## config.mk

```make
export PLATFORM = sky130hd
export DESIGN_NAME = daa_result_reader_flat
export DESIGN_NICKNAME = d
export VERILOG_FILES = /design/src/rtl/daa_pkg.sv /design/src/rtl/daa_result_reader_if.sv /design/src/rtl/daa_byte_unpack.sv /design/src/rtl/daa_result_reader.sv /design/src/flat_wrapper.sv
export SDC_FILE = /design/constraint.sdc
export NUM_CORES = 1
export LEC_CHECK = 0
export BUFFER_PORTS_ARGS = -buffer_cell sky130_fd_sc_hd__buf_2
export CAP_MARGIN = 10
export CORE_MARGIN = 8
export CORE_UTILIZATION = 45
export CTS_CLUSTER_SIZE = 40
export DETAILED_ROUTE_END_ITERATION = 10
export PLACE_DENSITY = 0.72
export SETUP_SLACK_MARGIN = 0.02
export SLEW_MARGIN = 20
export SYNTH_ARGS = -nofsm -noshare
export SYNTH_HDL_FRONTEND = slang
export SYNTH_SLANG_ARGS = --single-unit
```

## constraint.sdc

```tcl
create_clock -name clk -period 1.6 [get_ports clk]
set_clock_uncertainty 0.05 [all_clocks]
set_input_delay 0.16 -clock clk [delete_from_list [all_inputs] [get_ports clk]]
set_output_delay 0.16 -clock clk [all_outputs]
set_load 0.01 [all_outputs]
```

## src/rtl/daa_pkg.sv

```systemverilog
// ============================================================================
// Module  : daa_pkg
// Brief   : Shared constants, field widths and FSM encoding for the DAA reader.
// Revision: 1.0 - initial release
// ============================================================================
`default_nettype none

package daa_pkg;

   localparam logic [1:0] SEL_RES_LO   = 2'd0;
   localparam logic [1:0] SEL_ERES_EXP = 2'd1;
   localparam logic [1:0] SEL_ERES_MID = 2'd2;
   localparam logic [1:0] SEL_RES_HI   = 2'd3;

   localparam int RES_W  = 10;
   localparam int ERES_W = 18;
   localparam int EXP_W  = 3;

   typedef enum logic [1:0] {
      ST_IDLE     = 2'd0,
      ST_SETTLE_W = 2'd1,
      ST_CAPTURE  = 2'd2,
      ST_PRESENT  = 2'd3
   } state_t;

endpackage

`default_nettype wire

```

## src/rtl/daa_result_reader_if.sv

```systemverilog
// ============================================================================
// Module  : daa_result_reader_if
// Brief   : MAC byte bus plus the valid/ready result word of the DAA reader.
// Revision: 1.0 - initial release
// ============================================================================
`default_nettype none

interface daa_result_reader_if;
   import daa_pkg::*;

   logic [1:0]        sel_o;
   logic [7:0]        byte_i;
   logic              hold_o;
   logic [RES_W-1:0]  res_o;
   logic [15:0]       res_sext_o;
   logic [ERES_W-1:0] eres_o;
   logic [EXP_W-1:0]  exp_o;
   logic              fmt_err_o;
   logic              valid_o;
   logic              ready_i;

   modport master (
      output sel_o, hold_o, res_o, res_sext_o, eres_o, exp_o, fmt_err_o, valid_o,
      input  byte_i, ready_i
   );

   modport slave (
      input  sel_o, hold_o, res_o, res_sext_o, eres_o, exp_o, fmt_err_o, valid_o,
      output byte_i, ready_i
   );

endinterface

`default_nettype wire

```

## src/rtl/daa_byte_unpack.sv

```systemverilog
// ============================================================================
// Module  : daa_byte_unpack
// Brief   : Rebuilds result/eResult/expResult from the four multiplexed bytes.
// Revision: 1.0 - initial release
// ============================================================================
`default_nettype none

module daa_byte_unpack
   import daa_pkg::*;
(
   input  wire logic [7:0]        i_byte0,
   input  wire logic [7:0]        i_byte1,
   input  wire logic [7:0]        i_byte2,
   input  wire logic [7:0]        i_byte3,
   output logic      [RES_W-1:0]  o_res,
   output logic      [ERES_W-1:0] o_eres,
   output logic      [EXP_W-1:0]  o_exp,
   output logic                   o_fmt_err
);

   // eResult is split low-to-high across bytes 1, 2 and 3.
   assign o_res     = {i_byte3[6:5], i_byte0};
   assign o_eres    = {i_byte3[4:0], i_byte2, i_byte1[7:3]};
   assign o_exp     = i_byte1[2:0];
   assign o_fmt_err = i_byte3[7];

endmodule

`default_nettype wire

```

## src/rtl/daa_result_reader.sv

```systemverilog
// ============================================================================
// Module  : daa_result_reader
// Brief   : Steps the MAC byte select, captures four bytes under hold, presents the word.
// Revision: 1.0 - initial release
// ============================================================================
`default_nettype none

module daa_result_reader
   import daa_pkg::*;
#(
   parameter int SETTLE   = 1,
   parameter bit SIGN_EXT = 1'b1
) (
   input  wire logic              clk,
   input  wire logic              rst_n,
   input  wire logic              start_i,
   output logic                   busy_o,
   daa_result_reader_if.master    bus
);

   localparam logic [3:0] c_CNT_RELOAD = 4'(SETTLE - 1);

   state_t            r_state;
   logic [3:0]        r_cnt;
   logic [1:0]        r_idx;
   logic [1:0]        r_sel;
   logic              r_hold;
   logic [7:0]        r_slot0;
   logic [7:0]        r_slot1;
   logic [7:0]        r_slot2;
   logic [RES_W-1:0]  r_res;
   logic [15:0]       r_res_sext;
   logic [ERES_W-1:0] r_eres;
   logic [EXP_W-1:0]  r_exp;
   logic              r_fmt_err;
   logic              r_valid;

   logic [RES_W-1:0]  w_res;
   logic [ERES_W-1:0] w_eres;
   logic [EXP_W-1:0]  w_exp;
   logic              w_fmt_err;
   logic [15:0]       w_res_sext;

   // The last byte is taken straight from the bus so the word latches in CAPTURE.
   daa_byte_unpack u_unpack (
      .i_byte0   (r_slot0),
      .i_byte1   (r_slot1),
      .i_byte2   (r_slot2),
      .i_byte3   (bus.byte_i),
      .o_res     (w_res),
      .o_eres    (w_eres),
      .o_exp     (w_exp),
      .o_fmt_err (w_fmt_err)
   );

   generate
      if (SIGN_EXT) begin : g_sext
         assign w_res_sext = {{(16-RES_W){w_res[RES_W-1]}}, w_res};
      end else begin : g_zext
         assign w_res_sext = {{(16-RES_W){1'b0}}, w_res};
      end
   endgenerate

   always_ff @(posedge clk or negedge rst_n) begin
      if (!rst_n) begin
         r_state    <= ST_IDLE;
         r_cnt      <= 4'd0;
         r_idx      <= 2'd0;
         r_sel      <= SEL_RES_LO;
         r_hold     <= 1'b0;
         r_slot0    <= 8'd0;
         r_slot1    <= 8'd0;
         r_slot2    <= 8'd0;
         r_res      <= '0;
         r_res_sext <= '0;
         r_eres     <= '0;
         r_exp      <= '0;
         r_fmt_err  <= 1'b0;
         r_valid    <= 1'b0;
      end else begin
         case (r_state)
            ST_IDLE: begin
               if (start_i) begin
                  r_idx   <= 2'd0;
                  r_sel   <= SEL_RES_LO;
                  r_hold  <= 1'b1;
                  r_cnt   <= c_CNT_RELOAD;
                  r_state <= ST_SETTLE_W;
               end
            end
            ST_SETTLE_W: begin
               if (r_cnt != 4'd0) begin
                  r_cnt <= r_cnt - 4'd1;
               end else begin
                  r_state <= ST_CAPTURE;
               end
            end
            ST_CAPTURE: begin
               if (r_idx != SEL_RES_HI) begin
                  case (r_idx)
                     SEL_RES_LO:   r_slot0 <= bus.byte_i;
                     SEL_ERES_EXP: r_slot1 <= bus.byte_i;
                     default:      r_slot2 <= bus.byte_i;
                  endcase
                  r_idx   <= r_idx + 2'd1;
                  r_sel   <= r_idx + 2'd1;
                  r_cnt   <= c_CNT_RELOAD;
                  r_state <= ST_SETTLE_W;
               end else begin
                  r_res      <= w_res;
                  r_res_sext <= w_res_sext;
                  r_eres     <= w_eres;
                  r_exp      <= w_exp;
                  r_fmt_err  <= w_fmt_err;
                  r_valid    <= 1'b1;
                  r_hold     <= 1'b0;
                  r_state    <= ST_PRESENT;
               end
            end
            ST_PRESENT: begin
               if (bus.ready_i) begin
                  r_valid <= 1'b0;
                  r_state <= ST_IDLE;
               end
            end
            default: r_state <= ST_IDLE;
         endcase
      end
   end

   assign busy_o         = (r_state != ST_IDLE);
   assign bus.sel_o      = r_sel;
   assign bus.hold_o     = r_hold;
   assign bus.res_o      = r_res;
   assign bus.res_sext_o = r_res_sext;
   assign bus.eres_o     = r_eres;
   assign bus.exp_o      = r_exp;
   assign bus.fmt_err_o  = r_fmt_err;
   assign bus.valid_o    = r_valid;

endmodule

`default_nettype wire

```

## src/flat_wrapper.sv

```systemverilog
// flat-port wrapper written by rule: the top's interface ports become plain ports
module daa_result_reader_flat import daa_pkg::*;
#(
   parameter int SETTLE   = 1,
   parameter bit SIGN_EXT = 1'b1
)
  (clk, rst_n, start_i, busy_o, bus_sel_o, bus_hold_o, bus_res_o, bus_res_sext_o, bus_eres_o, bus_exp_o, bus_fmt_err_o, bus_valid_o, bus_byte_i, bus_ready_i);
  daa_result_reader_if bus_i ();
  input  wire logic clk;
  input  wire logic rst_n;
  input  wire logic start_i;
  output logic busy_o;
  output wire logic [$bits(bus_i.sel_o)-1:0] bus_sel_o;
  output wire logic [$bits(bus_i.hold_o)-1:0] bus_hold_o;
  output wire logic [$bits(bus_i.res_o)-1:0] bus_res_o;
  output wire logic [$bits(bus_i.res_sext_o)-1:0] bus_res_sext_o;
  output wire logic [$bits(bus_i.eres_o)-1:0] bus_eres_o;
  output wire logic [$bits(bus_i.exp_o)-1:0] bus_exp_o;
  output wire logic [$bits(bus_i.fmt_err_o)-1:0] bus_fmt_err_o;
  output wire logic [$bits(bus_i.valid_o)-1:0] bus_valid_o;
  input wire logic [$bits(bus_i.byte_i)-1:0] bus_byte_i;
  input wire logic [$bits(bus_i.ready_i)-1:0] bus_ready_i;
  assign bus_sel_o = bus_i.sel_o;
  assign bus_hold_o = bus_i.hold_o;
  assign bus_res_o = bus_i.res_o;
  assign bus_res_sext_o = bus_i.res_sext_o;
  assign bus_eres_o = bus_i.eres_o;
  assign bus_exp_o = bus_i.exp_o;
  assign bus_fmt_err_o = bus_i.fmt_err_o;
  assign bus_valid_o = bus_i.valid_o;
  assign bus_i.byte_i = bus_byte_i;
  assign bus_i.ready_i = bus_ready_i;
  daa_result_reader #(.SETTLE(SETTLE), .SIGN_EXT(SIGN_EXT)) u_core (.clk(clk), .rst_n(rst_n), .start_i(start_i), .busy_o(busy_o), .bus(bus_i));
endmodule
```

==> PnR_summary.wiki <==
{| class="wikitable"
! Metric !! Value
|-
| Starting density of the core || 45.8%
|-
| Synth cell types || 32
|-
| Number of fill cells || 540
|-
| Hold Path End || u_core.r_slot1[1]
|-
| Worst hold slack || 0.0558 ns
|-
| Final ANT Viol Nets || 0
|-
| Kind of end point of the critical path || flop
|-
| Total power density per cell area || 1970 mW/mm²
|-
| Reg2Reg Capture Point || u_core.r_slot1[7]
|-
| Nets || 286
|-
| Routability congestion estimate from global placement || 0.774
|-
| Pre-CTS setup slack || 0.00937 ns
|-
| Routed WL per cell || 15.6 µm
|-
| Time the worst path needs with I/O delays and setup || 1.57 ns
|-
| Worst Setup SP || u_core.r_idx[0]
|-
| Cell Count, Final, Fillers Out || 351
|-
| Start of the worst register-to-register path || u_core.r_idx[0]
|-
| Sequential fraction of the synthesis area || 57.4%
|-
| Cell Int Power || 0.00462 W
|-
| Clock buffers created by TritonCTS || 9
|-
| Leakage power of the design || 1.78 nW
|-
| Detailed-route vias per instance || 4.98
|-
| Endpoint required time on the critical path || 1.77 ns
|-
| Post-synth net total || 217
|-
| Quantity of I/O buffers inserted on ports || 64
|-
| Hold path start || bus_byte_i[1]
|-
| Number of global-route vias before repair || 1865
|-
| Kind of launch point of the worst setup path || flop
|-
| FP Rows || 29
|-
| Switching power of the nets || 0.00232 W
|-
| Initial drt markers || 37
|-
| TritonCTS clock tree || done
|-
| Maximum ir drop on the vdd rail || 0.871 mV
|-
| Final Power || 0.00694 W
|-
| CTS H-Tree Depth || 3
|-
| Arr. time, crit path || 1.74 ns
|-
| CORE AREA || 0.00628 mm²
|-
| Via Count || 1747
|-
| Number of remaining DRC errors || 0
|-
| Number of setup violations in the final report || 0
|-
| Max Fclk || 0.636 GHz
|-
| CTS root buf || sky130_fd_sc_hd__clkbuf_8
|-
| Share of cells above drive strength 1 || 59.1%
|-
| Clock latency on the worst-skew pair || 0.34 ns
|-
| Wire length of the first global-routing pass || 8940 µm
|-
| Die Span Y || 95.9 µm
|-
| CP Class || flop to flop
|-
| Largest net degree at the start of global routing || 31
|-
| Setup repair after global routing missed its margin || true
|-
| Routed Wire Length || 5460 µm
|-
| Instance count along the most critical hold path || 2
|-
| Area occupied by multi-input gates || 0.00106 mm²
|-
| Hold Fails Final Rpt || 0
|-
| Maximum buffer depth of the clock tree || 2
|-
| Portion of the clock cycle consumed by the worst path in the final layout || 98.2%
|-
| FF-to-FF setup slack || 0.03 ns
|-
| Register bit total from synthesis || 66
|-
| Result of the run || finished clean
|-
| Part of the total power dissipated in the clock network || 17.3%
|-
| Syn Area/Cell || 14.4 µm²
|-
| Ports || 65
|-
| DP Wirelength || 3950 µm
|-
| Post-layout worst setup margin || 0.0285 ns
|-
| Chip Width || 95.9 µm
|-
| YS warnings || 0
|-
| Worst-path maximum fanout || 4
|-
| Clock Pin Slew Worst Setup and Hold Paths || 0.07 ns
|-
| Number of detailed-routing iterations run before antenna repair || 4
|-
| Tightest Pin Transition || 0.465 ns
|-
| Hold WC Path Type || input pin to flop
|-
| Remaining Overflow, GRT || 0
|-
| Total routing resource utilization after global routing || 12.8%
|-
| Placed insts || 330
|-
| Comb pwr share || 41.2%
|-
| Area of the die || 0.00920 mm²
|-
| Cells after Synth || 200
|-
| Number of max-cap violations || 0
|-
| Cell area after technology mapping || 0.00288 mm²
|-
| CTS Sinks || 66
|-
| Inserted Diodes || 0
|-
| Max-slew headroom at the worst pin || 69.0%
|-
| Portion of total power attributed to sequential cells || 41.4%
|-
| Cell Area, Placed || 0.00328 mm²
|-
| R2r worst-path depth || 5
|-
| Synthesis-to-finish area growth || 22.4%
|-
| Sw Share || 33.4%
|-
| Storage cell area || 0.00165 mm²
|-
| Pins over their slew limit || 0
|-
| Antenna violations before repair || 0
|-
| Finished Cell Area || 0.00352 mm²
|}
[worst max-delay path, stage by stage, from the launching register on]
cell and delay, ns:
sky130_fd_sc_hd__dfrtp_2 0.44, sky130_fd_sc_hd__ha_4 0.19, sky130_fd_sc_hd__nor2_4 0.14, sky130_fd_sc_hd__and3_4 0.21
sky130_fd_sc_hd__buf_6 0.13, sky130_fd_sc_hd__mux2_4 0.29
[sequential cells by signal, summed over array words and instances (netlist names)]
register / count
u_core.bus.eres_o: 18
u_core.bus.res_o: 10
u_core.r_slot0: 8
u_core.r_slot1: 8
u_core.r_slot2: 8
u_core.r_cnt: 4
u_core.bus.exp_o: 3
u_core.r_idx: 2
u_core.r_state: 2
u_core.bus.fmt_err_o: 1
u_core.bus.hold_o: 1
u_core.bus.valid_o: 1
[worst max-delay path by stage]
stage / to / slack, ns / depth (start not counted)
3_3_place_gp: u_core.r_slot1[5] / 0.04 / 5
3_5_place_dp: u_core.r_slot1[5] / 0.009 / 5
4_1_cts: u_core.r_slot0[7] / 0.009 / 5
6_report: u_core.r_slot1[7] / 0.03 / 5
2_1_floorplan: u_core.r_slot0[0] / 0.04 / 5
5_1_grt: u_core.r_slot2[1] / -0.03 / 5
[power groups by stage]
stage / clock network, W / logic, W / registers (W)
2_1_floorplan: 0 / 0.00187 / 0.00299
3_3_place_gp: 0 / 0.00271 / 0.00289
3_5_place_dp: 0 / 0.00277 / 0.00292
4_1_cts: 0.00125 / 0.00286 / 0.00288
5_1_grt: 0.00132 / 0.00312 / 0.00297
6_report: 0.00120 / 0.00286 / 0.00287
[layout make-up]
| cell class | count | share of cell area (%) |
|---|---|---|
| Sequential cell | 66 | 47.0 |
| Timing Repair Buffer | 82 | 14.8 |
| Tap cell | 77 | 2.74 |
| Clock inverter | 5 | 0.853 |
| Inverter | 5 | 0.533 |
| Clock buffer | 11 | 4.02 |
| Multi-Input combinational cell | 105 | 30.1 |
[cell families after synthesis]
| group | Yosys count | synth area share, % |
|---|---|---|
| mux | 57 | 24.4 |
| fa+ha+maj | 5 | 2.18 |
| compound gates | 17 | 3.83 |
| buf+inv | 29 | 6.66 |
| flops | 66 | 57.4 |
| simple gates | 26 | 5.48 |
[per-stage QoR]
stage / utilization (%) / setup TNS [ns]
3_3_place_gp: 52.3 / 0
2_1_floorplan: - / 0
5_1_grt: 56.1 / -0.199
3_5_place_dp: 52.3 / 0
4_1_cts: 55.6 / 0
6_report: 56.1 / 0
[cells in the final DEF, fill, tap and decap left out, types with 5 or more instances in the layout]
cell type                  count
sky130_fd_sc_hd__buf_2        64
sky130_fd_sc_hd__dfrtp_1      64
sky130_fd_sc_hd__mux2_2       41
sky130_fd_sc_hd__mux2_4       16
sky130_fd_sc_hd__clkbuf_8     10
sky130_fd_sc_hd__buf_4        10
sky130_fd_sc_hd__nand2_1       6
sky130_fd_sc_hd__inv_1         5
[routing by layer]
layer	wire (µm)	part of all wire (%)	vias up	global-route usage (%)
met5	0	0	-	0
met3	411	7.5	9	3.67
li1	-	-	821	-
met4	101	1.8	0	7.30
met1	2290	42	872	15.1
met2	2660	49	45	20.4
[timing repair]
action / in CTS / in global routing
endpoints found under the setup margin: 20 / 28
hold buffers: 1 / 0
gates resized for setup: 1 / 7
buffers inserted: 3 / 1
gates cloned: 0 / 0
pin swaps: 0 / 2
endpoints found under the hold margin: 16 / 0
[synth_stat cells]
| cell type | n | area share [%] |
|---|---|---|
| sky130_fd_sc_hd__and2_1 | 1 | 0.22 |
| sky130_fd_sc_hd__a21oi_1 | 2 | 0.35 |
| sky130_fd_sc_hd__buf_6 | 2 | 0.78 |
| sky130_fd_sc_hd__nor2_1 | 1 | 0.13 |
| sky130_fd_sc_hd__a22o_1 | 3 | 0.91 |
| sky130_fd_sc_hd__buf_2 | 6 | 1.0 |
| sky130_fd_sc_hd__nand3_2 | 1 | 0.35 |
| sky130_fd_sc_hd__nor3_1 | 1 | 0.17 |
| sky130_fd_sc_hd__inv_1 | 5 | 0.65 |
| sky130_fd_sc_hd__a31oi_1 | 2 | 0.44 |
| sky130_fd_sc_hd__and3_1 | 2 | 0.44 |
| sky130_fd_sc_hd__nand3b_1 | 2 | 0.52 |
| sky130_fd_sc_hd__mux2_2 | 41 | 16 |
| sky130_fd_sc_hd__nor4b_1 | 1 | 0.30 |
| sky130_fd_sc_hd__nor2_2 | 1 | 0.22 |
| sky130_fd_sc_hd__mux2_4 | 16 | 8.4 |
| sky130_fd_sc_hd__nand3_1 | 1 | 0.17 |
| sky130_fd_sc_hd__nand3b_2 | 1 | 0.39 |
| sky130_fd_sc_hd__dfrtp_1 | 66 | 57 |
| sky130_fd_sc_hd__ha_1 | 5 | 2.2 |
| sky130_fd_sc_hd__nor4_1 | 1 | 0.22 |
| sky130_fd_sc_hd__nand2_1 | 6 | 0.78 |
| sky130_fd_sc_hd__a21o_1 | 1 | 0.26 |
| sky130_fd_sc_hd__o22ai_1 | 2 | 0.44 |
| sky130_fd_sc_hd__o21bai_1 | 1 | 0.26 |
| sky130_fd_sc_hd__buf_4 | 16 | 4.2 |
| sky130_fd_sc_hd__nor3b_1 | 1 | 0.26 |
| sky130_fd_sc_hd__nor2b_1 | 1 | 0.22 |
| sky130_fd_sc_hd__nand2b_1 | 4 | 0.87 |
| sky130_fd_sc_hd__or2_2 | 1 | 0.22 |
| sky130_fd_sc_hd__o311ai_0 | 1 | 0.30 |
| sky130_fd_sc_hd__o21ai_0 | 5 | 0.87 |
(Power assumes the default switching activity.)
